$ cat src/rtl/toggle_handshake_rx_pkg.sv
// rtl/toggle_handshake_rx_pkg.sv - shared types and limits for the toggle handshake receiver
package toggle_sync_pkg;

  typedef enum logic [1:0] {
    SETTLE = 2'd0,
    IDLE   = 2'd1,
    HOLD   = 2'd2
  } state_t;

  localparam int SYNC_STAGES_MIN = 2;
  localparam int SYNC_STAGES_MAX = 4;
  localparam int DEFAULT_DATA_W  = 8;

endpackage

$ cat src/rtl/toggle_handshake_rx_if.sv
// rtl/toggle_handshake_rx_if.sv - toggle request/ack plus valid/ready consumer bundle
interface toggle_handshake_rx_if
  import toggle_sync_pkg::*;
#(
  parameter int DATA_W = DEFAULT_DATA_W
);

  logic              req_tgl_in;
  logic [DATA_W-1:0] data_in;
  logic              ack_tgl_out;
  logic              out_valid;
  logic              out_ready;
  logic [DATA_W-1:0] out_data;

  modport master (
    output req_tgl_in, data_in, out_ready,
    input  ack_tgl_out, out_valid, out_data
  );

  modport slave (
    input  req_tgl_in, data_in, out_ready,
    output ack_tgl_out, out_valid, out_data
  );

endinterface

$ cat src/rtl/toggle_handshake_rx_sync_ff_chain.sv
// rtl/toggle_handshake_rx_sync_ff_chain.sv - N-flop single-bit synchronizer, async active-low reset to 0
module sync_ff_chain #(
  parameter int STAGES = 2
) (
  input  logic clk,
  input  logic rst_n,
  input  logic d,
  output logic q
);

  logic [STAGES-1:0] chain;

  always_ff @(posedge clk or negedge rst_n) begin
    if (!rst_n) begin
      chain <= '0;
    end else begin
      chain <= {chain[STAGES-2:0], d};
    end
  end

  assign q = chain[STAGES-1];

endmodule

$ cat src/rtl/toggle_handshake_rx.sv
// rtl/toggle_handshake_rx.sv - toggle CDC receive end; optional stall timeout via TOGGLE_RX_TIMEOUT_EN
module toggle_handshake_rx
  import toggle_sync_pkg::*;
#(
  parameter int DATA_W      = DEFAULT_DATA_W,
  parameter int SYNC_STAGES = 2,
  parameter int TIMEOUT_CYC = 256
) (
  input  logic                  clk,
  input  logic                  rst_n,
  toggle_handshake_rx_if.slave  bus,
  output logic                  overrun,
  input  logic                  overrun_clr,
  output logic                  timeout,
  output logic                  busy
);

  localparam int SETTLE_CNT_W = $clog2(SYNC_STAGES_MAX + 1);
  localparam logic [SETTLE_CNT_W-1:0] SETTLE_LAST = SETTLE_CNT_W'(SYNC_STAGES);

  state_t                  state;
  logic [SETTLE_CNT_W-1:0] settle_cnt;
  logic                    req_s;
  logic                    req_d;
  logic                    req_edge;
  logic                    accept;

  sync_ff_chain #(.STAGES(SYNC_STAGES)) u_req_sync (
    .clk   (clk),
    .rst_n (rst_n),
    .d     (bus.req_tgl_in),
    .q     (req_s)
  );

  assign req_edge = req_s ^ req_d;
  assign accept   = bus.out_valid & bus.out_ready;
  assign busy     = (state != IDLE);

  always_ff @(posedge clk or negedge rst_n) begin
    if (!rst_n) begin
      req_d           <= 1'b0;
      state           <= SETTLE;
      settle_cnt      <= '0;
      bus.ack_tgl_out <= 1'b0;
      bus.out_valid   <= 1'b0;
      bus.out_data    <= '0;
      overrun         <= 1'b0;
    end else begin
      req_d <= req_s;
      if (overrun_clr) begin
        overrun <= 1'b0;
      end
      case (state)
        SETTLE: begin
          // Align ack to the sender's idle phase so a req left high is not an event.
          if (settle_cnt == SETTLE_LAST) begin
            bus.ack_tgl_out <= req_s;
            state           <= IDLE;
          end else begin
            settle_cnt <= settle_cnt + 1'b1;
          end
        end
        IDLE: begin
          if (req_edge) begin
            bus.out_data  <= bus.data_in;
            bus.out_valid <= 1'b1;
            state         <= HOLD;
          end
        end
        HOLD: begin
          if (req_edge) begin
            overrun <= 1'b1;
          end
          if (accept) begin
            bus.out_valid   <= 1'b0;
            bus.ack_tgl_out <= ~bus.ack_tgl_out;
            state           <= IDLE;
          end
        end
        default: state <= SETTLE;
      endcase
    end
  end

`ifdef TOGGLE_RX_TIMEOUT_EN
  localparam int TMO_W = $clog2(TIMEOUT_CYC + 1);
  localparam logic [TMO_W-1:0] TMO_LAST = TMO_W'(TIMEOUT_CYC);
  localparam logic [TMO_W-1:0] TMO_PRE  = TMO_W'(TIMEOUT_CYC - 1);

  logic [TMO_W-1:0] hold_cnt;

  // Counter saturates so a cleared flag re-arms while the stall persists.
  always_ff @(posedge clk or negedge rst_n) begin
    if (!rst_n) begin
      hold_cnt <= '0;
      timeout  <= 1'b0;
    end else begin
      if (overrun_clr) begin
        timeout <= 1'b0;
      end
      if (state == HOLD && !accept) begin
        if (hold_cnt != TMO_LAST) begin
          hold_cnt <= hold_cnt + 1'b1;
        end
        if (hold_cnt >= TMO_PRE) begin
          timeout <= 1'b1;
        end
      end else begin
        hold_cnt <= '0;
      end
    end
  end
`else
  assign timeout = 1'b0;
`endif

endmodule

$ cat src/flat_wrapper.sv
// flat-port wrapper written by rule: the top's interface ports become plain ports
module toggle_handshake_rx_flat import toggle_sync_pkg::*;
#(
  parameter int DATA_W      = DEFAULT_DATA_W,
  parameter int SYNC_STAGES = 2,
  parameter int TIMEOUT_CYC = 256
)
  (clk, rst_n, overrun, overrun_clr, timeout, busy, bus_req_tgl_in, bus_data_in, bus_out_ready, bus_ack_tgl_out, bus_out_valid, bus_out_data);
  toggle_handshake_rx_if #(.DATA_W(DATA_W)) bus_i ();
  input  logic clk;
  input  logic rst_n;
  output logic overrun;
  input  logic overrun_clr;
  output logic timeout;
  output logic busy;
  input wire logic [$bits(bus_i.req_tgl_in)-1:0] bus_req_tgl_in;
  input wire logic [$bits(bus_i.data_in)-1:0] bus_data_in;
  input wire logic [$bits(bus_i.out_ready)-1:0] bus_out_ready;
  output wire logic [$bits(bus_i.ack_tgl_out)-1:0] bus_ack_tgl_out;
  output wire logic [$bits(bus_i.out_valid)-1:0] bus_out_valid;
  output wire logic [$bits(bus_i.out_data)-1:0] bus_out_data;
  assign bus_i.req_tgl_in = bus_req_tgl_in;
  assign bus_i.data_in = bus_data_in;
  assign bus_i.out_ready = bus_out_ready;
  assign bus_ack_tgl_out = bus_i.ack_tgl_out;
  assign bus_out_valid = bus_i.out_valid;
  assign bus_out_data = bus_i.out_data;
  toggle_handshake_rx #(.DATA_W(DATA_W), .SYNC_STAGES(SYNC_STAGES), .TIMEOUT_CYC(TIMEOUT_CYC)) u_core (.clk(clk), .rst_n(rst_n), .bus(bus_i), .overrun(overrun), .overrun_clr(overrun_clr), .timeout(timeout), .busy(busy));
endmodule
$ cat config.mk
export PLATFORM = sky130hd
export DESIGN_NAME = toggle_handshake_rx_flat
export DESIGN_NICKNAME = d
export VERILOG_FILES = /design/src/rtl/toggle_handshake_rx_pkg.sv /design/src/rtl/toggle_handshake_rx_if.sv /design/src/rtl/toggle_handshake_rx_sync_ff_chain.sv /design/src/rtl/toggle_handshake_rx.sv /design/src/flat_wrapper.sv
export SDC_FILE = /design/constraint.sdc
export NUM_CORES = 1
export LEC_CHECK = 0
export BUFFER_PORTS_ARGS = -buffer_cell sky130_fd_sc_hd__buf_2
export CORE_UTILIZATION = 43
export CTS_CLUSTER_SIZE = 10
export DETAILED_ROUTE_END_ITERATION = 8
export GPL_TIMING_DRIVEN = 0
export MAX_ROUTING_LAYER = met4
export PLACE_DENSITY_LB_ADDON = 0.12
export SLEW_MARGIN = 40
export SYNTH_ARGS = -nofsm -noshare
export SYNTH_HDL_FRONTEND = slang
export SYNTH_SLANG_ARGS = --single-unit
$ cat constraint.sdc
create_clock -name clk -period 1.2 [get_ports clk]
set_input_delay 0.06 -clock clk [delete_from_list [all_inputs] [get_ports clk]]
set_output_delay 0.06 -clock clk [all_outputs]
set_load 0.03 [all_outputs]
==> flow_summary.json, run 1 <==
{
  "drc_errors": 0,
  "drtIter0Drc": 0,
  "antenna_cells": 0,
  "syn_inst": 59,
  "hold_depth": 3,
  "grt_overflow": 0,
  "cts_sinks": 19,
  "p_seq_share_pct": 36.5,
  "timing.final.ws_setup_ps": -79.2,
  "pwr_density_cell_nw_per_um2": 2260,
  "p_sw_uw": 1140,
  "ys_types": 24,
  "area_delta_synth_final_pct": 49.1,
  "clockBufferDepth": 2,
  "synth_top_family_by_area": "multiplexers",
  "io_buffers": 24,
  "yosys_register_bits": 19,
  "ir_worst_vdd_mv": 1.47,
  "syn_area_per_cell_um2": 14.2,
  "clk_pin_slew_ps": 100,
  "synth_top_area_cell": "dfrtp_1",
  "swShare_pct": 40.6,
  "holdCritStartpoint": "bus_out_ready",
  "syn_nets": 74,
  "ios": 26,
  "die_y_um": 46.1,
  "ant_nets": 0,
  "dieArea_um2": 2120,
  "nets": 121,
  "cts_buffers": 3,
  "rsz0062_at_grt": "yes",
  "ys_seq_area_share_pct": 56.9,
  "dp_cells": 108,
  "regToRegSetupSlack_ps": -80,
  "synth.area.mux_share_pct": 19.3,
  "layout-drive-gt1-share_pct": 57.1,
  "viasPerCell": 4.37,
  "skew_ps": 2.10,
  "totalPowerFinal_uw": 2820,
  "r2r_cells": 3,
  "internal-power_uw": 1680,
  "min_path_type": "in2reg",
  "cp_data_required_time_ps": 1380,
  "start_util_pct": 46.9,
  "netlist_area_um2": 836,
  "routed_wl_mm": 1.45,
  "core_um2": 1780,
  "grt_max_degree": 20,
  "place_hpwl_um": 916,
  "clk_latency_ps": 290,
  "drv_cap": 0,
  "path_class": "reg2reg",
  "run_status": "finished, violations left",
  "cp-start-kind": "register",
  "grt_first_pass_wirelength_mm": 2.20,
  "synth-adder-area-share_pct": 2.99,
  "instances_no_fill": 130,
  "cts-htree-levels": 1,
  "grt_antenna_before_repair": 0,
  "gp_congestion": 0.695,
  "crit_path_end_kind": "register",
  "yosys_warnings": 0,
  "drv_slew": 0,
  "die_x_um": 46.1,
  "clock_power_share_pct": 11.1,
  "synth-xor-area-share_pct": 2.99,
  "r2r_start": "u_core.u_req_sync.chain[1]",
  "fmax_mhz": 782,
  "reg2reg_to": "u_core.bus.out_data[4]",
  "p_leak_uw": 0.000623,
  "fillers": 151,
  "worstHoldEndpoint": "u_core.bus.out_valid",
  "synth-simple-area-share_pct": 10.5,
  "finalSetupViolCount": 9,
  "synth.top_cell.area_share_pct": 56.9,
  "synth_compound_area_share_pct": 3.74,
  "cts_root_buf": "clkbuf_4",
  "vias": 568,
  "grt_pass1_vias": 528,
  "layout_min_cycle_time_ps": 1280,
  "fin_tns_setup_ps": -657,
  "post-route-period-util_pct": 107,
  "path_max_fanout": 5,
  "worstPathArrival_ps": 1460,
  "routedWlPerCell_um": 11.1,
  "cts_tree": "done",
  "violations": "negative setup slack",
  "finalHoldViolations": 0,
  "final_util_pct": 69.9,
  "rows": 15,
  "p_comb_share_pct": 52.5,
  "holdWs_ps": 81.3,
  "grt_use_total_pct": 15.9,
  "synth_area_leaders": "dfrtp_1, mux2_4, mux2i_1",
  "dr.pass1.iters": 1
}
==> worst max-delay path by stage <==
stage	slack, ps	end	from	depth (start not counted)
2_1_floorplan	-40	u_core.bus.out_data[0]	u_core.state[1]	3
3_3_place_gp	-130	u_core.bus.ack_tgl_out	u_core.settle_cnt[0]	5
3_5_place_dp	-160	u_core.settle_cnt[1]	u_core.settle_cnt[0]	5
4_1_cts	-80	u_core.bus.out_data[4]	u_core.req_d	3
5_1_grt	-120	u_core.bus.out_data[7]	u_core.u_req_sync.chain[1]	3
6_report	-80	u_core.bus.out_data[4]	u_core.u_req_sync.chain[1]	3
==> metrics by stage <==
step / setup WS [ps] / instance area, µm²
CTS: -75.4 / 1180
global placement: -126 / 990
detailed placement: -156 / 990
finish: -79.2 / 1250
floorplan: -40.2 / 838
global route: -116 / 1250
==> critical path, stage by stage, from the launching register on <==
cell     delay, ps
dfrtp_2        460
xnor2_4        310
nor2_4         100
mux2_4         300
==> power by group through the flow <==
stage	Sequential, µW	Clock (µW)	Combinational (µW)
after floorplan	1360	0	589
after global placement	1000	0	1240
after detailed placement	1010	0	1250
after CTS	1010	325	1410
after global routing	1060	345	1580
final	1030	312	1480
==> registers in the layout, indices dropped and copies added (netlist names) <==
signal and flops:
u_core.overrun 1, u_core.settle_cnt 3, u_core.req_d 1, u_core.bus.out_valid 1, u_core.u_req_sync.chain 2, u_core.bus.ack_tgl_out 1, u_core.state 2, u_core.bus.out_data 8
==> cell usage after synthesis <==
library cell / instances
mux2_4: 8
nand2b_4: 1
nor2_8: 1
nor2b_1: 1
mux2i_1: 3
o22ai_1: 1
a21o_2: 1
nor4b_1: 1
ha_1: 2
a21oi_1: 1
mux2_2: 1
or2b_1: 1
nor2_1: 2
buf_4: 1
nand2b_1: 1
o21ai_0: 1
a31oi_1: 1
xnor2_2: 1
inv_1: 5
xnor2_1: 1
nand2_1: 3
conb_1: 1
dfrtp_1: 19
or2_2: 1
==> final cells by class <==
cell class / instances / area [µm²] / area share, %
Sequential cell: 19 / 478 / 38.4
Multi-Input combinational cell: 35 / 403 / 32.3
Timing Repair Buffer: 41 / 282 / 22.6
Tap cell: 25 / 31.3 / 2.51
Clock buffer: 4 / 26.3 / 2.11
Inverter: 5 / 18.8 / 1.51
Buffer: 1 / 7.51 / 0.602
==> cell families after synthesis <==
logic type | after synthesis
AO/OA/AOI/OAI | 5
XOR/XNOR | 2
adder cells (fa/ha/maj) | 2
buffers and inverters | 6
flip-flops | 19
multiplexers | 12
other | 1
AND/OR/NAND/NOR | 12
==> what timing repair did <==
item                                    4_1_cts  5_1_grt
resized for setup                             7       10
endpoints found under the setup margin       13       14
hold buffers                                 10        1
pin swaps                                     1        2
hold endpoints to repair                     28        1
cloned                                        1        0
buffers inserted                              4        2
==> cells in the final DEF (no fill, tap or decap), types with 2 or more instances in the layout <==
cell type,instances
dlygate4sd3_1,11
clkbuf_4,3
inv_1,4
nand2_1,2
dfrtp_2,2
mux2i_1,3
nor2_4,2
ha_2,2
mux2_4,9
dfrtp_1,17
buf_4,7
buf_2,23
==> per-layer routing <==
metal  track usage [%]  vias up  routed length [µm]
met5                 -        -                   0
met4              8.82        0                  10
met3              2.35        2                  35
met2              23.7       13                 704
met1              20.7      267                 699
li1                  -      286                   -
Note: power is estimated with default switching activity, not from simulation.
==> run 2, diff against run 1 <==
- SKIP_LAST_GASP: unset -> 1
==> flow_summary.json, run 2 (synthesis gave the netlist of run 1 again) <==
{
  "critPathSlowestCell": "dfrtp_2",
  "pwr_density_cell_nw_per_um2": 2260,
  "skew_ps": 2.07,
  "r2r_start": "u_core.u_req_sync.chain[1]",
  "drv_slew": 0,
  "ios": 26,
  "p_seq_share_pct": 36.9,
  "reg2reg_to": "u_core.bus.out_data[4]",
  "layout_commonest_cell": "buf_2",
  "fillers": 153,
  "area_delta_synth_final_pct": 46.1,
  "cp-startpoint": "u_core.u_req_sync.chain[1]",
  "cts_sinks": 19,
  "vias": 569,
  "largest_reg_flops": 8,
  "layout-drive-gt1-share_pct": 54.8,
  "post-route-period-util_pct": 107,
  "clk_latency_ps": 290,
  "finalSetupViolCount": 9,
  "grt_pass1_vias": 529,
  "drc_errors": 0,
  "fmax_mhz": 782,
  "crit_path_end_kind": "register",
  "cts-htree-levels": 1,
  "path_delay_family": "flip-flops",
  "path_max_fanout": 5,
  "register_area_um2": 478,
  "layout_min_cycle_time_ps": 1280,
  "finalHoldViolations": 0,
  "swShare_pct": 40.3,
  "dieArea_um2": 2120,
  "cts_tree": "done",
  "p_comb_share_pct": 51.8,
  "p_sw_uw": 1110,
  "top_register": "u_core.bus.out_data",
  "place_area_um2": 990,
  "grt_use_total_pct": 15.9,
  "max_stage_delay_ps": 460,
  "crit_end": "u_core.bus.out_data[4]",
  "die_y_um": 46.1,
  "cp.depth": 3,
  "p_leak_uw": 0.000612,
  "violations": "negative setup slack",
  "grt_first_pass_wirelength_mm": 2.19,
  "finalInstanceArea_um2": 1220,
  "holdWs_ps": 81.3,
  "run_status": "finished, violations left",
  "cp-start-kind": "register",
  "start_util_pct": 46.9,
  "ant_nets": 0,
  "r2r_cells": 3,
  "cts_root_buf": "clkbuf_4",
  "grt_max_degree": 20,
  "place_hpwl_um": 916,
  "final_util_pct": 68.5,
  "timing.final.ws_setup_ps": -79.1,
  "multi_input_area_um2": 389,
  "io_buffers": 24,
  "internal-power_uw": 1650,
  "core_um2": 1780,
  "clock_power_share_pct": 11.3,
  "rsz0062_at_grt": "yes",
  "antenna_cells": 0,
  "dpl_worst_slack_ps": -156,
  "final_cell_mix": "buf_2, dfrtp_1, dlygate4sd3_1",
  "worstPathArrival_ps": 1460,
  "path_class": "reg2reg",
  "routedWlPerCell_um": 11.1,
  "die_x_um": 46.1,
  "rows": 15,
  "nets": 120,
  "fin_tns_setup_ps": -657,
  "path_cells": "xnor2_4 -> nor2_4 -> mux2_4",
  "drv_cap": 0,
  "clk_pin_slew_ps": 100,
  "clockBufferDepth": 2,
  "viasPerCell": 4.41,
  "routed_wl_mm": 1.43,
  "dr.pass1.iters": 1,
  "ir_worst_vdd_mv": 1.45,
  "gp_congestion": 0.695,
  "grt_overflow": 0,
  "min_path_type": "in2reg",
  "worst-path-buf-inv": 0,
  "cp_data_required_time_ps": 1380,
  "regToRegSetupSlack_ps": -80,
  "drtIter0Drc": 0,
  "cts_buffers": 3,
  "top_regs": "u_core.bus.out_data x8, u_core.settle_cnt x3",
  "grt_antenna_before_repair": 0
}
run 2: metal layers:
metal  global-route usage [%]  vias to the layer above  part of all wire (%)
li1                         -                      287                     -
met1                     20.7                      267                    49
met2                     23.7                       13                    48
met3                     2.35                        2                   2.5
met4                     8.82                        0                  0.70
met5                        -                        -                     0
run 2: final cells by class:
class / instances / area share [%]
Buffer: 1 / 0.615
Clock buffer: 4 / 2.15
Inverter: 5 / 1.54
Multi-Input combinational cell: 35 / 31.9
Sequential cell: 19 / 39.1
Tap cell: 25 / 2.56
Timing Repair Buffer: 40 / 22.1
run 2: repair_timing:
item                       in CTS  in global routing
setup endpoints to repair      13                 15
setup buffers                   4                  1
hold endpoints to repair       28                  1
resized for setup               4                  9
hold buffers                   10                  1
pin swaps                       1                  2
cloned                          1                  0
run 2: how the worst min path moves through the flow:
stage                   startpoint                    endpoint  slack (ps)  cells past startpoint
floorplan                    rst_n      u_core.bus.ack_tgl_out        -240                      0
global placement             rst_n  u_core.u_req_sync.chain[0]          20                      1
detailed placement           rst_n                u_core.req_d          20                      1
CTS                 bus_data_in[6]      u_core.bus.out_data[6]           2                      2
global route         bus_out_ready        u_core.bus.out_valid          80                      3
finish               bus_out_ready        u_core.bus.out_valid          80                      3
run 2: power by group through the flow:
stage / logic [µW] / clock network [µW] / registers [µW]
floorplan: 589 / 0 / 1360
global placement: 1240 / 0 / 1000
detailed placement: 1250 / 0 / 1010
CTS: 1390 / 325 / 1010
global route: 1530 / 345 / 1050
finish: 1430 / 312 / 1020
run 2: stage by stage:
stage / cells / power (µW)
3_3_place_gp: 108 / 2240
5_1_grt: 129 / 2930
6_report: 129 / 2760
2_1_floorplan: 59 / 1950
4_1_cts: 127 / 2720
3_5_place_dp: 108 / 2260
run 2: worst register-to-register path, delay by kind of cell (launching register included):
| family | cells | cell delay (ps) |
|---|---|---|
| mux | 1 | 300 |
| xor+xnor | 1 | 310 |
| flops | 1 | 460 |
| simple gates | 1 | 100 |
